--- src/rtl/uart_tx_ctrl.sv ---
// UART transmit frame controller: start, 8 data bits LSB-first, optional parity, 1 or 2 stops.
// Parity comes from an external combinational generator fed by the latched byte and mode.
module uart_tx_ctrl #(
  parameter int unsigned CLKS_PER_BIT = 16
) (
  input  logic       clk,
  input  logic       rst,
  input  logic [7:0] tx_data,
  input  logic       tx_valid,
  output logic       tx_ready,
  input  logic [1:0] parity_type,
  input  logic       stop2,
  output logic [7:0] par_data,
  output logic [1:0] par_type,
  input  logic       par_bit,
  output logic       tx_out,
  output logic       busy,
  output logic       frame_done
);

  localparam int unsigned CW = $clog2(CLKS_PER_BIT);
  localparam logic [CW-1:0] CNT_MAX = CW'(CLKS_PER_BIT - 1);

  typedef enum logic [2:0] {
    S_IDLE,
    S_START,
    S_DATA,
    S_PARITY,
    S_STOP
  } state_e;

  state_e        state_q, state_d;
  logic [CW-1:0] cnt_q, cnt_d;
  logic [2:0]    idx_q, idx_d;
  logic          stop_cnt_q, stop_cnt_d;
  logic          stop2_q, stop2_d;
  logic [7:0]    par_data_q, par_data_d;
  logic [1:0]    par_type_q, par_type_d;
  logic          par_bit_q, par_bit_d;
  logic          tx_out_q, tx_out_d;
  logic          tx_ready_q, tx_ready_d;
  logic          busy_q, busy_d;
  logic          frame_done_q, frame_done_d;

  logic bit_end;
  logic parity_en;

  assign bit_end   = (cnt_q == CNT_MAX);
  assign parity_en = (par_type_q == 2'b01) || (par_type_q == 2'b10);

  always_comb begin
    state_d    = state_q;
    cnt_d      = cnt_q + CW'(1);
    idx_d      = idx_q;
    stop_cnt_d = stop_cnt_q;
    stop2_d    = stop2_q;
    par_data_d = par_data_q;
    par_type_d = par_type_q;
    par_bit_d  = par_bit_q;

    case (state_q)
      S_IDLE: begin
        cnt_d = '0;
        if (tx_valid && tx_ready_q) begin
          par_data_d = tx_data;
          par_type_d = parity_type;
          stop2_d    = stop2;
          state_d    = S_START;
        end
      end
      S_START: begin
        if (bit_end) begin
          state_d = S_DATA;
          cnt_d   = '0;
          idx_d   = '0;
        end
      end
      S_DATA: begin
        if (bit_end) begin
          cnt_d = '0;
          if (idx_q == 3'd7) begin
            stop_cnt_d = 1'b0;
            if (parity_en) begin
              state_d   = S_PARITY;
              par_bit_d = par_bit;
            end else begin
              state_d = S_STOP;
            end
          end else begin
            idx_d = idx_q + 3'd1;
          end
        end
      end
      S_PARITY: begin
        if (bit_end) begin
          state_d    = S_STOP;
          cnt_d      = '0;
          stop_cnt_d = 1'b0;
        end
      end
      S_STOP: begin
        if (bit_end) begin
          cnt_d = '0;
          if (stop2_q && !stop_cnt_q) begin
            stop_cnt_d = 1'b1;
          end else begin
            state_d = S_IDLE;
          end
        end
      end
      default: begin
        state_d = S_IDLE;
        cnt_d   = '0;
      end
    endcase

    // Outputs are decoded from the next state so every output is a flop.
    case (state_d)
      S_START:  tx_out_d = 1'b0;
      S_DATA:   tx_out_d = par_data_d[idx_d];
      S_PARITY: tx_out_d = par_bit_d;
      default:  tx_out_d = 1'b1;
    endcase
    tx_ready_d   = (state_d == S_IDLE);
    busy_d       = (state_d != S_IDLE);
    frame_done_d = (state_d == S_STOP) && (cnt_d == CNT_MAX) && (!stop2_d || stop_cnt_d);
  end

  always_ff @(posedge clk) begin
    if (rst) begin
      state_q      <= S_IDLE;
      cnt_q        <= '0;
      idx_q        <= '0;
      stop_cnt_q   <= 1'b0;
      stop2_q      <= 1'b0;
      par_data_q   <= '0;
      par_type_q   <= '0;
      par_bit_q    <= 1'b0;
      tx_out_q     <= 1'b1;
      tx_ready_q   <= 1'b0;
      busy_q       <= 1'b0;
      frame_done_q <= 1'b0;
    end else begin
      state_q      <= state_d;
      cnt_q        <= cnt_d;
      idx_q        <= idx_d;
      stop_cnt_q   <= stop_cnt_d;
      stop2_q      <= stop2_d;
      par_data_q   <= par_data_d;
      par_type_q   <= par_type_d;
      par_bit_q    <= par_bit_d;
      tx_out_q     <= tx_out_d;
      tx_ready_q   <= tx_ready_d;
      busy_q       <= busy_d;
      frame_done_q <= frame_done_d;
    end
  end

  assign tx_out     = tx_out_q;
  assign tx_ready   = tx_ready_q;
  assign busy       = busy_q;
  assign frame_done = frame_done_q;
  assign par_data   = par_data_q;
  assign par_type   = par_type_q;

endmodule
--- config.mk ---
export PLATFORM = sky130hd
export DESIGN_NAME = uart_tx_ctrl
export DESIGN_NICKNAME = d
export VERILOG_FILES = /design/src/rtl/uart_tx_ctrl.sv
export SDC_FILE = /design/constraint.sdc
export NUM_CORES = 1
export LEC_CHECK = 0
export BUFFER_PORTS_ARGS = -buffer_cell sky130_fd_sc_hd__buf_2
export CELL_PAD_IN_SITES_DETAIL_PLACEMENT = 2
export CELL_PAD_IN_SITES_GLOBAL_PLACEMENT = 2
export CORE_ASPECT_RATIO = 0.6
export CORE_MARGIN = 8
export CORE_UTILIZATION = 30
export CTS_BUF_LIST = sky130_fd_sc_hd__clkbuf_8
export DETAILED_ROUTE_END_ITERATION = 16
export PLACE_DENSITY_LB_ADDON = 0.15
export SLEW_MARGIN = 30
export SYNTH_ARGS = -nofsm -noshare
export SYNTH_HDL_FRONTEND = slang
export SYNTH_SLANG_ARGS = --single-unit
--- constraint.sdc ---
create_clock -name clk -period 1.7 [get_ports clk]
set_input_delay 0 -clock clk [delete_from_list [all_inputs] [get_ports clk]]
set_output_delay 0 -clock clk [all_outputs]
set_load 0.01 [all_outputs]
==> results.sh, run 1 <==
export IMPL_synth_nets=191
export IMPL_antenna_found_initial=0
export IMPL_power_uw=1388
export IMPL_cts_made_buffers=3
export IMPL_yosysWarningCount=0
export IMPL_p_per_area_nw_per_um2=590.8
export IMPL_fill_cells=498
export IMPL_max_freq_ghz=0.4632
export IMPL_cp_buffers_inverters=2
export IMPL_viasPerCell=5.713
export IMPL_finalSetupViolCount=8
export IMPL_max_stage_delay_ns=0.38
export IMPL_worst_pin_slew_ns=0.5271
export IMPL_fin_cells=314
export IMPL_clk_latency_ns=0.29
export IMPL_grt_pass1_wl_um=11650
export IMPL_cts_tree="done"
export IMPL_h_tree_depth=1
export IMPL_fp_dieH_um=69.83
export IMPL_n_antenna_cell=0
export IMPL_synth_cells=174
export IMPL_drv_cap=0
export IMPL_crit_required_ns=1.91
export IMPL_hp_class="in2reg"
export IMPL_clockBufferDepth=2
export IMPL_synth_area_um2=1449
export IMPL_nets=269
export IMPL_firstDrtPassIters=4
export IMPL_hpwl_um=4823
export IMPL_min_period_ns=2.159
export IMPL_critPathArrivalTime_ns=2.37
export IMPL_io_buffers=28
export IMPL_grt_pass1_vias=1938
export IMPL_final_setup_tns_ns=-1.174
export IMPL_fin_ws_ns=-0.4590
export IMPL_vias=1794
export IMPL_violations="negative setup slack"
export IMPL_yosys_cell_types_count=45
export IMPL_die_area_um2=7382
export IMPL_drt_total_wl_um=8647
export IMPL_postRouteAntennaNets=0
export IMPL_peakVddDrop_v=0.0004236
export IMPL_cp_top_family="compound AO/OA/AOI/OAI gates"
export IMPL_drc_errors=0
export IMPL_place_congestion=0.8549
export IMPL_critPathKind="reg2reg"
export IMPL_start_util=0.3142
export IMPL_synthFlopType="dfxtp_1"
export IMPL_critPathSlowestCell="dfxtp_2"
export IMPL_core_area_um2=4612
export IMPL_outcome="finished with violations"
export IMPL_endpoint_kind="register"
export IMPL_grtUsageTotal=0.2000
export IMPL_globalRoute_totalOverflow=0
export IMPL_fin_crit_sh=1.270
export IMPL_yosysSeqAreaShare=0.3731
export IMPL_area_delta_synth_final_pct=62.09
export IMPL_synth_edf_count=0
export IMPL_finalClockSkew_ns=0.004534
export IMPL_setup_worst_path_start_class="register"
export IMPL_first_iter_violations=103
export IMPL_post_drt_wl_per_cell_um=27.54
export IMPL_slew_viol_final=0
export IMPL_row_count=19
export IMPL_clockRootBuffer="clkbuf_8"
export IMPL_grt_max_degree=24
export IMPL_synth_area_per_cell_um2=8.327
export IMPL_synth_seq_cells=27
export IMPL_hold_viol_final=0
export IMPL_ios=29
export IMPL_rsz0062_at_grt="true"
export IMPL_die_x_um=105.7
export IMPL_cp_max_fo=7
export IMPL_worstPathCellList="buf_4 > a21oi_4 > and3_4 > buf_6 > a211oi_2 > o311ai_2 > o311ai_2 > o2111ai_1"
export IMPL_placed_cells=292
export IMPL_slew_headroom=0.6486
export IMPL_leakagePower_uw=0.0009843
export IMPL_cts_sinks=27
export IMPL_cpMostUsedCell="o311ai_2"
export IMPL_holdWs_ns=0.08609
export IMPL_synthArstFlopShare=0
export IMPL_clk_pin_slew_ns=0.11
export IMPL_drive_gt1_frac=0.4900
[layout by cell type, fill, tap and decap left out, types with 4 or more instances in the layout]
master and count:
nor2_1 12, dfxtp_1 20, a21oi_1 14, dfxtp_2 5, buf_4 44, nand3_1 5, nand2_1 23, dlygate4sd3_1 8
buf_2 28, a31oi_1 4, inv_1 5, o21ai_0 6
[path summary, 6_finish.rpt]
check,end,start,cells after the start,slack [ns]
hold reg to reg,par_data[5]$_SDFF_PP0_,par_data[5]$_SDFF_PP0_,2,0.50
setup reg to reg,tx_out$_SDFF_PP1_,state_q[0]$_SDFF_PP0_,8,-0.46
hold / removal,par_bit_q$_SDFF_PP0_,par_bit,4,0.09
setup / recovery,tx_out$_SDFF_PP1_,state_q[0]$_SDFF_PP0_,8,-0.46
[routing by layer]
layer | track usage | part of all wire | up-vias
li1 | - | - | 791
met1 | 0.2603 | 0.43 | 888
met2 | 0.3267 | 0.46 | 84
met3 | 0.03896 | 0.073 | 31
met4 | 0.05271 | 0.030 | 0
met5 | 0 | 0 | -
[stage by stage]
stage | cell area, µm² | worst slack, ns | util
CTS | 2175 | -0.2723 | 0.4715
global placement | 1921 | -0.1519 | 0.4164
floorplan | 1465 | 0.004022 | -
detailed placement | 1921 | -0.3686 | 0.4164
global route | 2349 | -0.5294 | 0.5092
finish | 2349 | -0.4590 | 0.5092
[worst register-to-register path, stage by stage (launching register included)]
cell	delay (ns)
dfxtp_2	0.38
buf_4	0.19
a21oi_4	0.25
and3_4	0.31
buf_6	0.11
a211oi_2	0.04
o311ai_2	0.35
o311ai_2	0.22
o2111ai_1	0.22
[cells in the mapped netlist, types with 2 or more instances]
library cell  count  area share
nor2b_1           4       0.017
buf_2             4       0.014
nand2_1          24       0.062
a211oi_1          3       0.016
a221o_1           2       0.014
nand3_1           6       0.021
nand4_1           3       0.013
o21a_1            2       0.010
a31oi_1           6       0.026
o2111ai_1         2       0.012
o21ai_0           8       0.028
clkbuf_1          4       0.010
xnor2_1           3       0.018
nor4b_1           2       0.012
nand2b_1          3       0.013
nor2_1           14       0.036
mux2i_1           4       0.028
ha_1              2       0.017
nor3_1            2      0.0069
a21oi_1          17       0.059
nand3b_1          2       0.010
nor4_1            2      0.0086
inv_1             5       0.013
and3_1            3       0.013
dfxtp_1          27        0.37
[where the power goes]
part / internal, µW / switching [µW]
Sequential: 655 / 29.8
Clock: 166 / 239
Combinational: 129 / 169
Total: 950 / 438
[layout make-up]
type                            count  area, µm²  area share
Clock buffer                        3      41.29     0.01758
Clock inverter                      1      5.005    0.002131
Inverter                            5      18.77    0.007991
Multi-Input combinational cell    132       1057      0.4502
Sequential cell                    27      554.3      0.2360
Tap cell                           63      78.83     0.03356
Timing Repair Buffer               83      593.1      0.2525
[repair_timing]
item / 4_1_cts / 5_1_grt
resized for setup: 18 / 31
pin swaps: 5 / 12
buffers inserted: 5 / 5
endpoints found under the setup margin: 7 / 10
hold buffers: 8 / 0
endpoints found under the hold margin: 8 / 0
[cells by family (layout without fill, tap and decap cells)]
| group | Yosys count | in the layout | synth area share |
|---|---|---|---|
| muxes | 5 | 5 | 0.03541 |
| and+or+nand+nor | 71 | 71 | 0.2651 |
| buffers and inverters | 15 | 92 | 0.05009 |
| adders and majority gates | 2 | 2 | 0.01727 |
| xor gates and xnor gates | 3 | 3 | 0.01814 |
| AOI/OAI and AO/OA | 51 | 51 | 0.2409 |
| DFF | 27 | 27 | 0.3731 |
[state kept, by name, indices dropped and copies added (netlist names)]
name        flops
par_data        8
cnt_q           4
idx_q           3
state_q         3
par_type        2
busy            1
frame_done      1
par_bit_q       1
stop2_q         1
stop_cnt_q      1
tx_out          1
tx_ready        1
Note: power is estimated with default switching activity, not from simulation.
==> run 2: changes to the inputs <==
Settings changed: CORE_MARGIN 8 to 4.
==> results.sh, run 2 (synthesized netlist as in run 1, its figures left out) <==
export IMPL_cp_max_fo=5
export IMPL_worstHoldPathCells=4
export IMPL_r2r_slack_ns=-0.37
export IMPL_drt_total_wl_um=8309
export IMPL_post_drt_wl_per_cell_um=26.98
export IMPL_firstDrtPassIters=4
export IMPL_p_per_area_nw_per_um2=612.8
export IMPL_nets=263
export IMPL_max_freq_ghz=0.4840
export IMPL_critPathKind="reg2reg"
export IMPL_leakagePower_uw=0.0009433
export IMPL_setup_worst_path_start_class="register"
export IMPL_drc_errors=0
export IMPL_row_count=19
export IMPL_dp_slack_ns=-0.3410
export IMPL_final_common_cell="buf_4"
export IMPL_h_tree_depth=1
export IMPL_die_x_um=97.72
export IMPL_power_uw=1398
export IMPL_grtUsageTotal=0.2530
export IMPL_violations="negative setup slack"
export IMPL_ios=29
export IMPL_fp_dieH_um=61.83
export IMPL_clockRootBuffer="clkbuf_8"
export IMPL_peakVddDrop_v=0.0004476
export IMPL_viasPerCell=5.971
export IMPL_hold_viol_final=0
export IMPL_min_period_ns=2.066
export IMPL_grt_pass1_vias=1830
export IMPL_grt_max_degree=24
export IMPL_first_iter_violations=129
export IMPL_cts_tree="done"
export IMPL_finalSetupViolCount=7
export IMPL_r2r_end="tx_out$_SDFF_PP1_"
export IMPL_n_antenna_cell=0
export IMPL_start_util=0.3142
export IMPL_final_cell_mix="35 x buf_4, 28 x buf_2, 24 x nand2_1"
export IMPL_area_delta_synth_final_pct=57.43
export IMPL_hp_class="in2reg"
export IMPL_hold_start="par_bit"
export IMPL_postRouteAntennaNets=0
export IMPL_holdPathEnd="par_bit_q$_SDFF_PP0_"
export IMPL_die_area_um2=6042
export IMPL_drv_cap=0
export IMPL_endpoint_kind="register"
export IMPL_core_area_um2=4612
export IMPL_clk_latency_ns=0.29
export IMPL_critPathArrivalTime_ns=2.23
export IMPL_place_congestion=0.9839
export IMPL_antenna_found_initial=0
export IMPL_grt_pass1_wl_um=11410
export IMPL_outcome="finished with violations"
export IMPL_vias=1839
export IMPL_drive_gt1_frac=0.4653
export IMPL_slew_viol_final=0
export IMPL_worst_pin_slew_ns=0.5129
export IMPL_final_util=0.4946
export IMPL_io_buffers=28
export IMPL_r2r_start="cnt_q[1]$_SDFF_PP0_"
export IMPL_globalRoute_totalOverflow=0
export IMPL_reg2reg_depth=8
export IMPL_slew_headroom=0.6581
export IMPL_clk_pin_slew_ns=0.10
export IMPL_largest_reg_flops=8
export IMPL_rsz0062_at_grt="true"
export IMPL_cts_sinks=27
export IMPL_crit_required_ns=1.87
export IMPL_fin_crit_sh=1.215
export IMPL_cts_made_buffers=3
export IMPL_finalClockSkew_ns=0.003537
export IMPL_fin_ws_ns=-0.3659
export IMPL_clockBufferDepth=2
export IMPL_hpwl_um=4659
-- run 2: how the worst max path moves through the flow --
stage	from	end	slack [ns]	cells after the start
final	cnt_q[1]$_SDFF_PP0_	tx_out$_SDFF_PP1_	-0.37	8
after global routing	cnt_q[0]$_SDFF_PP0_	tx_out$_SDFF_PP1_	-0.41	8
after CTS	cnt_q[0]$_SDFF_PP0_	tx_out$_SDFF_PP1_	-0.21	8
after detailed placement	idx_q[1]$_SDFF_PP0_	tx_out$_SDFF_PP1_	-0.34	8
after global placement	idx_q[0]$_SDFF_PP0_	tx_out$_SDFF_PP1_	-0.19	7
after floorplan	cnt_q[1]$_SDFF_PP0_	tx_out$_SDFF_PP1_	0.004	7
-- run 2: per-stage QoR --
step                instance area [µm²]  setup TNS, ns  instances  hold slack, ns
floorplan                          1465              0        174         0.07161
global placement                   1921        -0.4202        292          0.2431
detailed placement                 1921         -1.213        292          0.2503
CTS                                2197        -0.3545        307          0.1005
global route                       2281         -1.729        308         0.09514
finish                             2281        -0.9215        308         0.07168
-- run 2: area by class of cell --
class / instances / area [µm²]
clock buffers: 3 / 41.29
clock inverters: 1 / 7.507
fillers: 494 / 2331
inverters: 5 / 18.77
multi-input cells: 132 / 1022
flip-flops and latches: 27 / 554.3
well taps: 63 / 78.83
repair buffers: 77 / 558.0
-- run 2: timing repair --
item | 4_1_cts | 5_1_grt
setup buffers | 2 | 1
gates resized for setup | 25 | 21
endpoints found under the setup margin | 10 | 10
hold buffers | 9 | 0
pin swaps | 2 | 1
endpoints found under the hold margin | 9 | 0
-- run 2: critical path, cell delays in order, from the launching register on --
cell and delay, ns:
dfxtp_2 0.36, ha_4 0.19, and4b_4 0.22, and3_4 0.21, buf_4 0.14, a31oi_1 0.19, a21oi_1 0.14, o311ai_2 0.34
o2111ai_1 0.15
-- run 2: layer usage --
layer / wire, µm / up-vias / GRT usage
li1: - / 775 / -
met1: 3600 / 948 / 0.3347
met2: 3848 / 90 / 0.4557
met3: 575 / 26 / 0.03456
met4: 285 / 0 / 0.05325
met5: 0 / - / 0
-- run 2: where the power goes --
part | switching, µW | internal, µW | total [µW]
clock | 241 | 168 | 409
sequential | 29.7 | 658 | 687
combinational | 170 | 132 | 302
==> run 3: changes to the inputs <==
Settings changed: RECOVER_POWER set to 100.
==> results.sh, run 3 (synthesized netlist as in run 1, its figures left out) <==
export IMPL_start_util=0.3142
export IMPL_area_delta_synth_final_pct=56.74
export IMPL_critPathKind="reg2reg"
export IMPL_drc_errors=0
export IMPL_final_util=0.4924
export IMPL_nets=263
export IMPL_n_antenna_cell=0
export IMPL_leakagePower_uw=0.0009124
export IMPL_violations="negative setup slack"
export IMPL_critPathArrivalTime_ns=2.23
export IMPL_io_buffers=28
export IMPL_cp_max_fo=5
export IMPL_final_cell_mix="35 x buf_4, 24 x nand2_1, 20 x buf_2"
export IMPL_die_area_um2=6042
export IMPL_die_x_um=97.72
export IMPL_globalRoute_totalOverflow=0
export IMPL_place_congestion=0.9839
export IMPL_vias=1819
export IMPL_hpwl_um=4659
export IMPL_drv_cap=0
export IMPL_firstDrtPassIters=4
export IMPL_fin_ws_ns=-0.3655
export IMPL_fill_cells=499
export IMPL_worst_pin_slew_ns=0.5108
export IMPL_rsz0062_at_grt="true"
export IMPL_finalClockSkew_ns=0.003575
export IMPL_grtUsageTotal=0.2530
export IMPL_placed_cells=292
export IMPL_finalSetupViolCount=8
export IMPL_fin_crit_sh=1.215
export IMPL_peakVddDrop_v=0.0004494
export IMPL_grt_max_degree=24
export IMPL_postRouteAntennaNets=0
export IMPL_clockRootBuffer="clkbuf_8"
export IMPL_fin_cells=308
export IMPL_grt_pass1_vias=1830
export IMPL_min_period_ns=2.066
export IMPL_crit_required_ns=1.87
export IMPL_cts_made_buffers=3
export IMPL_ios=29
export IMPL_grt_pass1_wl_um=11410
export IMPL_core_area_um2=4612
export IMPL_drt_total_wl_um=8298
export IMPL_h_tree_depth=1
export IMPL_hp_class="in2reg"
export IMPL_cts_tree="done"
export IMPL_endpoint_kind="register"
export IMPL_r2r_slack_ns=-0.37
export IMPL_setup_worst_path_start_class="register"
export IMPL_first_iter_violations=145
export IMPL_outcome="finished with violations"
export IMPL_slew_viol_final=0
export IMPL_viasPerCell=5.906
export IMPL_final_common_cell="buf_4"
export IMPL_max_freq_ghz=0.4841
export IMPL_p_per_area_nw_per_um2=615.2
export IMPL_post_drt_wl_per_cell_um=26.94
export IMPL_clk_latency_ns=0.29
export IMPL_cts_sinks=27
export IMPL_largest_reg_flops=8
export IMPL_slew_headroom=0.6594
export IMPL_antenna_found_initial=0
export IMPL_hold_viol_final=0
export IMPL_fp_dieH_um=61.83
export IMPL_row_count=19
export IMPL_drive_gt1_frac=0.4327
export IMPL_clk_pin_slew_ns=0.10
export IMPL_clockBufferDepth=2
## run 3: cell types whose count changed in the layout (fill, tap and decap cells not counted)
cell      before  now
buf_2         28   20
clkbuf_1       0    8
## run 3: where the power goes
part           leakage (µW)  switching [µW]  internal, µW
Clock             0.0000217             241           168
Sequential         0.000224            30.3           658
Combinational      0.000667             171           129
## run 3: layout make-up
type,instances,area (µm²),share of cell area
flip-flops and latches,27,554.3,0.2441
repair buffers,77,548.0,0.2413
multi-input cells,132,1022,0.4501
clock buffers,3,41.29,0.01818
well taps,63,78.83,0.03471
inverters,5,18.77,0.008264
clock inverters,1,7.507,0.003306
## run 3: path summary, 6_finish.rpt
kind,start,to,cells past startpoint
worst min register to register,par_data[5]$_SDFF_PP0_,par_data[5]$_SDFF_PP0_,2
worst max-delay path,cnt_q[0]$_SDFF_PP0_,tx_out$_SDFF_PP1_,8
worst min-delay path,par_bit,par_bit_q$_SDFF_PP0_,4
worst max register to register,cnt_q[0]$_SDFF_PP0_,tx_out$_SDFF_PP1_,8
## run 3: worst max-delay path, cell delays in order (launching register included)
cell       delay [ns]
dfxtp_2          0.36
ha_4             0.19
and4b_4          0.22
and3_4           0.21
buf_4            0.15
a31oi_1          0.18
a21oi_1          0.14
o311ai_2         0.34
o2111ai_1        0.15
## run 3: layer usage
layer,track usage,share of wire,vias to the layer above
met3,0.03456,0.060,23
met4,0.05325,0.034,0
met1,0.3347,0.44,937
li1,-,-,777
met2,0.4557,0.46,82
met5,0,0,-
## run 3: what timing repair did
item	in CTS	in global routing
buffers inserted	2	1
endpoints found under the hold margin	9	0
gates resized for setup	25	21
setup endpoints to repair	10	10
hold buffers	9	0
pin swaps	2	1
## run 3: per-stage QoR
step	hold WS (ns)	worst slack (ns)	instance area [µm²]	setup TNS (ns)	total power, µW
detailed placement	0.2503	-0.3410	1921	-1.213	917.8
CTS	0.1005	-0.2105	2197	-0.3545	1349
global route	0.09514	-0.4086	2271	-1.729	1452
finish	0.07276	-0.3655	2271	-1.057	1397
global placement	0.2431	-0.1873	1921	-0.4202	904.0
floorplan	0.07161	0.004022	1465	0	797.9
